===== src/rtl/register_file.sv =====
`default_nettype none
// ============================================================================
//  Module      : register_file
//  Description : 32-entry general-purpose register file for a single-cycle
//                MIPS datapath. Two combinational read ports, one synchronous
//                write port, hardwired $zero, and optional same-cycle
//                write-to-read forwarding. After reset the array is cleared by
//                a sequential sweep (one entry per clock) so the storage can
//                map to RAM without a per-entry reset.
//  Ports       : clk, rst           - clock, synchronous active-high reset
//                RegWrite, WriteReg, WriteData - write port
//                ReadReg1/ReadData1 - read port 1 (combinational)
//                ReadReg2/ReadData2 - read port 2 (combinational)
//                Ready              - 1 once the clear sweep has finished
//  Revision    : 1.0 - initial release
// ============================================================================
module register_file #(
    parameter int WIDTH  = 32,
    parameter int DEPTH  = 32,
    parameter int ADDR_W = 5,
    parameter int BYPASS = 1
) (
    input  logic              clk,
    input  logic              rst,
    input  logic              RegWrite,
    input  logic [ADDR_W-1:0] WriteReg,
    input  logic [WIDTH-1:0]  WriteData,
    input  logic [ADDR_W-1:0] ReadReg1,
    input  logic [ADDR_W-1:0] ReadReg2,
    output logic [WIDTH-1:0]  ReadData1,
    output logic [WIDTH-1:0]  ReadData2,
    output logic              Ready
);

    localparam logic [0:0]        c_ST_CLEAR = 1'b0;
    localparam logic [0:0]        c_ST_RUN   = 1'b1;
    localparam logic [ADDR_W-1:0] c_LAST_IDX = ADDR_W'(DEPTH - 1);

    logic [0:0]        r_state;
    logic [ADDR_W-1:0] r_clr_ptr;
    logic [WIDTH-1:0]  r_mem [DEPTH];

    logic              w_run;
    logic              w_we;
    logic [ADDR_W-1:0] w_waddr;
    logic [WIDTH-1:0]  w_wdata;
    logic              w_fwd1;
    logic              w_fwd2;

    assign w_run = (r_state == c_ST_RUN);

    // Ready comes straight from the state flop: no path from any input.
    assign Ready = w_run;

    // ------------------------------------------------------------------
    // Control: CLEAR sweep then RUN. The pointer restarts on every reset.
    // ------------------------------------------------------------------
    always_ff @(posedge clk) begin
        if (rst) begin
            r_state   <= c_ST_CLEAR;
            r_clr_ptr <= '0;
        end else if (!w_run) begin
            r_clr_ptr <= r_clr_ptr + ADDR_W'(1);
            if (r_clr_ptr == c_LAST_IDX) begin
                r_state <= c_ST_RUN;
            end
        end
    end

    // ------------------------------------------------------------------
    // Single shared write port: the sweep owns it during CLEAR (user writes
    // are dropped, not deferred); in RUN it carries user writes, except to
    // entry 0. Nothing is written on a reset edge.
    // ------------------------------------------------------------------
    always_comb begin
        w_we    = 1'b0;
        w_waddr = r_clr_ptr;
        w_wdata = '0;
        if (!rst) begin
            if (!w_run) begin
                w_we = 1'b1;
            end else if (RegWrite && (WriteReg != '0)) begin
                w_we    = 1'b1;
                w_waddr = WriteReg;
                w_wdata = WriteData;
            end
        end
    end

    // Storage carries no reset so it can infer as RAM.
    always_ff @(posedge clk) begin
        if (w_we) begin
            r_mem[w_waddr] <= w_wdata;
        end
    end

    // ------------------------------------------------------------------
    // Forwarding match logic, present only when BYPASS is enabled.
    // ------------------------------------------------------------------
    if (BYPASS != 0) begin : g_bypass
        assign w_fwd1 = RegWrite && (WriteReg == ReadReg1);
        assign w_fwd2 = RegWrite && (WriteReg == ReadReg2);
    end else begin : g_no_bypass
        assign w_fwd1 = 1'b0;
        assign w_fwd2 = 1'b0;
    end

    // ------------------------------------------------------------------
    // Read ports: zero while clearing and for $zero, else forwarded data,
    // else stored data. Each port is resolved independently.
    // ------------------------------------------------------------------
    always_comb begin
        ReadData1 = '0;
        if (w_run && (ReadReg1 != '0)) begin
            ReadData1 = w_fwd1 ? WriteData : r_mem[ReadReg1];
        end
    end

    always_comb begin
        ReadData2 = '0;
        if (w_run && (ReadReg2 != '0)) begin
            ReadData2 = w_fwd2 ? WriteData : r_mem[ReadReg2];
        end
    end

endmodule
`default_nettype wire


===== config.mk =====
export PLATFORM = sky130hd
export DESIGN_NAME = register_file
export DESIGN_NICKNAME = d
export VERILOG_FILES = /design/src/rtl/register_file.sv
export SDC_FILE = /design/constraint.sdc
export NUM_CORES = 1
export LEC_CHECK = 0
export CAP_MARGIN = 20
export CORE_UTILIZATION = 40
export DETAILED_ROUTE_END_ITERATION = 10
export PLACE_DENSITY = 0.63
export SLEW_MARGIN = 20
export SYNTH_ARGS = -nofsm -noshare
export SYNTH_HDL_FRONTEND = slang
export SYNTH_SLANG_ARGS = --single-unit

===== constraint.sdc =====
create_clock -name clk -period 8.1 [get_ports clk]
set_clock_uncertainty 0.1 [all_clocks]
set_input_delay 1.62 -clock clk [delete_from_list [all_inputs] [get_ports clk]]
set_output_delay 1.62 -clock clk [all_outputs]
set_load 0.005 [all_outputs]

# Word-level counts from Yosys, hierarchy flattened
# Memories as Yosys holds them, arrays and structs flattened.
# Index checks and enable logic that the tools add are counted.
[word_totals]
in_bits = 50
memories = 1
ramBits = 1024
elab_cells = 32
latchBits = 0
romBits = 0
reg_bits = 6
[classes]
n_lt_le_gt_ge = 0
bitwise = 0
n_div = 0
addsub = 1
mux = 17
n_mul = 0
eq_ne = 3
shift = 0
reduce_logical = 8
[memory_table]
columns = ["name", "depth", "width", "rd", "rd_ports_with_merged_regs", "write_ports", "line", "text"]
rows = [
  ["r_mem", 32, 32, 2, 0, 1, "41", "logic [WIDTH-1:0] r_mem [DEPTH];"],
]
[ops]
columns = ["cell", "n"]
rows = [
  ["32-bit 2-to-1 mux", 7],
  ["5-bit 2-to-1 mux", 3],
  ["5-bit nonzero test", 3],
  ["5-bit == test", 2],
  ["1-bit 2-to-1 mux", 7],
  ["5-bit by 1-bit adder with 5-bit output (second input constant)", 1],
  ["5-bit == test (second input constant)", 1],
  ["1-bit logical AND", 5],
]

# Depth between registers and ports, before layout
# Gate-level depths: netlist (run 1).
[logic_depth]
word_depth = 7
depth_mapped = 9
ltp_nobuf = 5

# Worst setup path after synthesis (run 1)
# OpenSTA, ideal clock, no wires.
[synth_path]
path_type = "input port to output port"
start = "input ReadReg2[1]"
end = "output ReadData2[10]"
arrival_ns = 3.269
cell_stages = 8
n_path_buf = 4
path_slack_ns = 3.111
cell_sequence = "buf_2 buf_6 buf_6 clkbuf_1 mux4_2 a22oi_1 a21oi_1 a221o_1"
[synth_via]
elab_chain_cells = 4
[synth_lines]
columns = ["item", "line", "text"]
rows = [
  ["start: declaration", "29", "input logic [ADDR_W-1:0] ReadReg2,"],
  ["parallel branches: the longest is 3 deep, another holds memory 32 x 32 bit", "--", ""],
  ["32-bit 2-to-1 mux (*)", "121", "if (w_run && (ReadReg2 != '0)) begin"],
  ["end: declaration", "31", "output logic [WIDTH-1:0] ReadData2,"],
]
# Every way passes the cells marked *.

# Final worst setup path (run 1)
[layout_path]
start = "input WriteReg[3]"
end = "output ReadData1[7]"
[layout_via]
elab_chain_cells = 4
[layout_lines]
columns = ["item", "line", "text"]
rows = [
  ["start: declaration", "26", "input logic [ADDR_W-1:0] WriteReg,"],
  ["5-bit == test", "101", "assign w_fwd1 = RegWrite && (WriteReg == ReadReg1);"],
  ["1-bit logical AND", "101", ""],
  ["32-bit 2-to-1 mux", "115", "ReadData1 = w_fwd1 ? WriteData : r_mem[ReadReg1];"],
  ["32-bit 2-to-1 mux", "114", "if (w_run && (ReadReg1 != '0)) begin"],
  ["end: declaration", "30", "output logic [WIDTH-1:0] ReadData1,"],
]
# Every way passes these cells.

==> results by group, run 1 <==
Clock network
  – Hold Buf Count CTS: 0
  – Post-CTS Setup Repair Bufs: 0
  – Clock buffer count from CTS: 104
  – Longest Clk Path Bufs: 3
  – H-tree levels: 3
  – CTS Root Cell: clkbuf_16
  – Clock Sinks: 1030
  – Worst-Skew Late Latency: 0.67 ns
  – Post_cts resized: 0
  – Clock transition at path regs: 0.05 ns
  – CTS tree: done

Setup path
  – WP data arrival: 5.16 ns
  – Startpoint types: input port
  – CP endpoint kind: output port
  – WP data required: 6.38 ns
  – Crit Path Max Fanout: 17
  – Crit Path Class: in2out

STA
  – Ratio of final minimum period to clock period: 85.0%
  – Slew Viols, Final: 0
  – Top achievable clock speed: 145 MHz
  – Min cycle time layout: 6.88 ns
  – Sum of negative setup slack: 0 ns
  – Slew HR: 21.1%
  – Final Hold Vio Count: 0
  – RSZ-0062 raised after global routing: false
  – Setup ws final: 1.22 ns
  – Hold Slack: 0.503 ns
  – Worst-margin pin slew: 1.18 ns
  – Final setup violation count: 0

Floorplanning
  – Core Area: 0.121 sq mm
  – Row count: 127
  – Effective utilization at floorplan: 40.6%
  – Full die area: 0.124 sq mm
  – Die W: 352 um
  – Die height: 352 um
  – Top Ports: 115

Detailed routing
  – DRT Pass-1 Iters: 5
  – Vias/cell: 6.70
  – Antenna-violating nets left: 0
  – Vias: 30477
  – Routed WL per cell: 34.1 um
  – Final wirelength: 155000 um
  – Starting DRT DRC Count: 4108
  – Drc violations: 0

Logic synthesis
  – Post-synth EDFFs: 1024
  – Synth Cell Area: 0.0490 sq mm
  – Seq/Total Area, Yosys: 63.0%
  – Top cell type's share of synthesized area: 62.8%
  – Yosys cell types: 54
  – Synthesis-stage register bit count: 1030
  – Net count after synthesis: 2832
  – Yosys Warn Count: 0
  – Asr flop ratio synth: 0%
  – Top FF cell, synth: edfxtp_1
  – Yosys top cell by area: edfxtp_1
  – Gate Count Post-Synth: 2780
  – Area contributors post-synth: edfxtp_1, mux4_2, mux2i_1
  – Avg Cell Area, Syn: 17.6 sq um

Placed design
  – GPL Wtd Cong: 0.842
  – Cells after DPL: 4356
  – PortBufs: 114
  – DP Area: 0.0521 sq mm
  – HPWL Detailed: 88800 um
  – Place WS: 1.30 ns

Pwr
  – VDD IR-drop max: 0.165 mV
  – Leakage: 16.5 nW
  – Pwr Density: 208 mW/mm^2
  – Pwr Total: 11.6 mW

Layout
  – Post-Route Utilization: 46.1%
  – P&R area growth vs syn: 13.5%
  – Design area: 0.0556 sq mm
  – Final cell count without fillers: 4551
  – Layout Nets: 2903
  – Layout cells sized above 1: 24.5%

GRT
  – Global route total overflow: 0
  – GRT Overall Usage: 24.8%
  – Initial antenna violation count: 2
  – Vias in the first global route: 31051
  – First-pass GRT wire length: 219000 um
  – Largest net degree at the start of global routing: 93

Job
  – MaxCap Viol Count: 0

Worst hold path
  – HP Class: reg2reg

Outcome
  – Outcome: complete, no violations
==> final cells by class <==
type / instances / area, sq um
flip-flops and latches: 1030 / 30900
inverters: 6 / 23.8
clock buffers: 124 / 2720
diodes: 1 / 2.50
repair buffers: 203 / 1980
fillers: 10100 / 65000
multi-input cells: 1506 / 17200
clock inverters: 69 / 768
well taps: 1612 / 2020
==> worst max-delay path: stages <==
cell,delay [ns]
clkdlybuf4s50_1,0.75
xnor2_1,0.17
nand4_1,0.22
nor3_2,0.48
nor2b_4,0.65
buf_4,0.48
a221o_1,0.27
clkdlybuf4s50_1,0.51
==> layer usage <==
layer  up-vias  global-route usage [%]  part of all wire, %
met4         0                    11.7                  4.9
li1      12044                       -                    -
met1     16064                    32.4                   38
met2      1967                    39.8                   47
met5         -                       0                    0
met3       402                    5.15                   10
==> cell usage after synthesis (all sizes together), types with 2 or more instances <==
library cell     n
o21ai           63
nor2           113
and2            32
a31oi            4
mux2i          263
o21bai          32
edfxtp        1024
a221o           62
nand3           36
nand4b           2
mux4           355
ha               2
mux2            64
o221ai          31
inv              6
nand2b           5
o311ai          31
nor3             6
a21oi           64
xnor2            9
buf            139
clkbuf          99
nor4b            2
a22oi           95
a2111oi          2
xor2             4
dfxtp            6
nor2b           38
nand2           51
nand4            3
a221oi         126
nor4             2
==> sequential cells by signal, indices dropped and copies added, names as in the netlist <==
register,cells
Ready,1
r_clr_ptr,5
r_mem,1024
==> report_power, final <==
| group | switching (mW) | internal [mW] |
|---|---|---|
| logic | 0.471 | 0.316 |
| clock network | 2.08 | 2.88 |
| registers | 0.0189 | 5.81 |
| total | 2.57 | 9.01 |
==> kinds of logic (layout without fill, tap and decap cells) <==
kind of cell    Yosys count  in the layout  share of synthesized area, %
other cells               0              1                             0
compound gates          515            515                          8.06
flops                  1030           1030                          63.0
mux                     682            682                          23.2
buf+inv                 244            402                          2.55
simple gates            294            294                          2.85
fa+ha+maj                 2              2                        0.0511
xor+xnor                 13             13                         0.233
==> cells in the final DEF, fill, tap and decap left out, types with 9 or more instances in the layout <==
cell type	instances
nor2_4	37
a221o_1	62
a22oi_1	95
o21bai_1	32
clkinv_2	14
o21ai_1	9
a21oi_1	64
nand3_1	36
clkinv_1	28
clkdlybuf4s50_1	106
buf_12	12
o221ai_1	31
mux2_2	63
nand2_1	50
mux4_2	355
nor2_1	76
clkbuf_16	106
o311ai_0	30
clkbuf_1	18
o21ai_0	54
nor2b_1	34
and2_1	26
buf_4	77
bufinv_16	15
a221oi_1	126
mux2i_1	262
xnor2_1	9
edfxtp_1	1024
==> worst paths after layout <==
| kind | start | to | slack, ns | depth (start not counted) |
|---|---|---|---|---|
| hold reg to reg | r_clr_ptr[1] | r_clr_ptr[1] | 0.50 | 2 |
| hold / removal | r_clr_ptr[1] | r_clr_ptr[1] | 0.50 | 2 |
| setup / recovery | WriteReg[3] | ReadData1[7] | 1.22 | 8 |
| setup reg to reg | Ready | r_mem[10][14] | 4.18 | 7 |
Note: power is estimated with default switching activity, not from simulation.
==> run 2: changes to the inputs <==
- PLACE_DENSITY: 0.63 -> 0.65
- clock period: 8.1 -> 5.8 ns (I/O delays scaled with it)
==> run 2 against run 1 <==
Highest routed layer is now met5. Register-to-register slack got worse by 2.2 ns. Critical endpoint is now ReadData2[30]. Core utilization rose by 0.92 points. Flip-flop and latch count did not move. Clock-buffer cell count rose by 3. Final cell count rose by 1.7%. Worst setup slack got worse by 0.86 ns. Global-route usage fell by 0.34 points. Die area did not move. Clock power rose by 39%.
==> results by group, run 2 (same netlist as run 1, synthesis figures left out) <==
Clock network
  – H-tree levels: 3 (unchanged)
  – CTS Root Cell: clkbuf_16
  – Clock buffer count from CTS: 103 (-0.96%)
  – Clock transition at path regs: 0.06 ns (about the same)
  – Hold Buf Count CTS: 0 (unchanged)
  – Clock Sinks: 1030 (unchanged)
  – Longest Clk Path Bufs: 3 (unchanged)
  – Worst-Skew Late Latency: 0.68 ns (about the same)
  – Post_cts resized: 0 (unchanged)
  – CTS tree: done
  – Post-CTS Setup Repair Bufs: 0 (unchanged)

Detailed routing
  – Vias/cell: 6.58 (-1.7%)
  – Antenna-violating nets left: 0 (unchanged)
  – Starting DRT DRC Count: 4466 (+8.7%)
  – Final wirelength: 152000 um (-2.1%)
  – Routed WL per cell: 32.8 um (-3.7%)
  – Vias: 30473 (-0.013%)
  – Drc violations: 0 (unchanged)
  – DRT Pass-1 Iters: 7 (+2)

Layout
  – P&R area growth vs syn: 15.8%
  – Most common cell after layout, fill and taps aside: edfxtp_1
  – Layout Nets: 2981 (+2.7%)
  – Max reg flops: 1024 (unchanged)
  – Layout cells sized above 1: 26.6% (+2.1 points)
  – Seq. cell area: 0.0309 sq mm (unchanged)
  – Fillers: 9982 (-1.2%)
  – Largest Register: r_mem
  – Commonest cells after routing, fill and taps aside: edfxtp_1, mux4_2, mux2i_1
  – Multi-input logic area: 0.0172 sq mm (about the same)

Floorplanning
  – Row count: 127 (unchanged)
  – Top Ports: 115 (unchanged)
  – Full die area: 0.124 sq mm (unchanged)
  – Die height: 352 um (unchanged)
  – Core Area: 0.121 sq mm (unchanged)
  – Die W: 352 um (unchanged)
  – Effective utilization at floorplan: 40.6% (unchanged)

Setup path
  – Buf/Inv on CP: 5 (+2)
  – Most used cell along the critical path: buf_4
  – Critical path's top delay family: buffers and inverters
  – Crit-path cells: buf_4 -> buf_12 -> nor2b_4 -> buf_4 -> nand2_1 -> nand4_1 -> nor2_1 -> a2111oi_2 -> buf_4 -> clkdlybuf4s50_1
  – Worst path max stage delay: 0.66 ns (-0.09 ns)
  – WP data required: 4.54 ns (-1.84 ns)
  – Crit Path Max Fanout: 44 (+27)
  – Startpoint types: input port
  – WP data arrival: 4.18 ns (-0.98 ns)
  – Crit Path Class: in2out
  – Crit-path slowest cell: a2111oi_2
  – CP endpoint kind: output port

STA
  – Slew Viols, Final: 0 (unchanged)
  – Slew HR: 21.7% (+0.54 points)
  – Min cycle time layout: 5.44 ns
  – Final setup violation count: 0 (unchanged)
  – Setup ws final: 0.361 ns (-0.857 ns)
  – Top achievable clock speed: 184 MHz
  – RSZ-0062 raised after global routing: false
  – Sum of negative setup slack: 0 ns (unchanged)
  – Ratio of final minimum period to clock period: 93.8%
  – Final Hold Vio Count: 0 (unchanged)
  – Worst-margin pin slew: 1.18 ns (-0.00557 ns)

Pwr
  – Sw frac: 22.4% (+0.23 points)
  – VDD IR-drop max: 0.284 mV (+72%)
  – Clk pwr share: 42.6% (-0.2 points)
  – Switching power total: 3.63 mW (+41%)
  – Leakage: 17.1 nW (+3.3%)
  – Int Pwr: 12.5 mW (+39%)
  – Comb pwr share: 7.1% (+0.3 points)
  – Pwr Density: 285 mW/mm^2 (+37%)
  – Register share of total power: 50.3% (about the same)
  – Pwr Total: 16.2 mW (+40%)

Placed design
  – HPWL Detailed: 92100 um (+3.7%)
  – PortBufs: 114 (unchanged)
  – Place WS: 0.380 ns (-0.920 ns)
  – GPL Wtd Cong: 0.857 (+1.7%)

GRT
  – Largest net degree at the start of global routing: 93 (unchanged)
  – First-pass GRT wire length: 218000 um (-0.87%)
  – Global route total overflow: 0 (unchanged)
  – GRT Overall Usage: 24.5% (-0.34 points)
  – Vias in the first global route: 31298 (+0.80%)
  – Initial antenna violation count: 6 (+4)

Worst hold path
  – HP Class: reg2reg

Outcome
  – Outcome: complete, no violations

Job
  – MaxCap Viol Count: 0 (unchanged)
==> run 2: area by class of cell <==
| class | instances | share of cell area [%] |
|---|---|---|
| flip-flops and latches | 1030 | 54.5 |
| multi-input cells | 1506 | 30.3 |
| repair buffers | 282 | 5.45 |
| clock buffers | 127 | 4.74 |
| well taps | 1612 | 3.56 |
| clock inverters | 65 | 1.40 |
| inverters | 6 | 0.0419 |
| diodes | 2 | 0.00883 |
==> run 2: layer usage <==
layer | GRT usage (%) | vias up | share of wire (%)
met4 | 10.6 | 2 | 4.4
li1 | - | 12196 | -
met2 | 38.6 | 2074 | 47
met5 | 0 | - | 0.0072
met1 | 32.7 | 15830 | 38
met3 | 5.33 | 371 | 11
==> run 2: power groups by stage <==
| stage | sequential [mW] | clock (mW) | combinational, mW |
|---|---|---|---|
| floorplan | 8.29 | 0 | 0.737 |
| global placement | 8.29 | 0 | 1.13 |
| detailed placement | 8.30 | 0 | 1.14 |
| CTS | 8.14 | 6.97 | 1.14 |
| global route | 8.14 | 7.24 | 1.20 |
| finish | 8.14 | 6.89 | 1.15 |
==> run 2: worst min-delay path, stage by stage, from the launching register on <==
cell and delay [ns]:
dfxtp_1 0.36, mux2i_1 0.14, nor2_1 0.05
==> run 2: stage by stage <==
step	utilization, %	cell area, sq um	instances	hold slack, ns
after floorplan	-	49000	2780	0.429
after global placement	44.1	53200	4435	0.458
after detailed placement	44.1	53200	4435	0.474
after CTS	47.0	56700	4627	0.483
after global routing	47.0	56700	4629	0.516
final	47.0	56700	4630	0.494
==> run 2: final timing paths <==
kind	endpoint	cells after the start	from	slack [ns]
max	ReadData2[30]	10	ReadReg2[4]	0.36
min	r_clr_ptr[1]	2	r_clr_ptr[1]	0.49
max reg2reg	r_mem[26][13]	5	Ready	2.01
min reg2reg	r_clr_ptr[1]	2	r_clr_ptr[1]	0.49
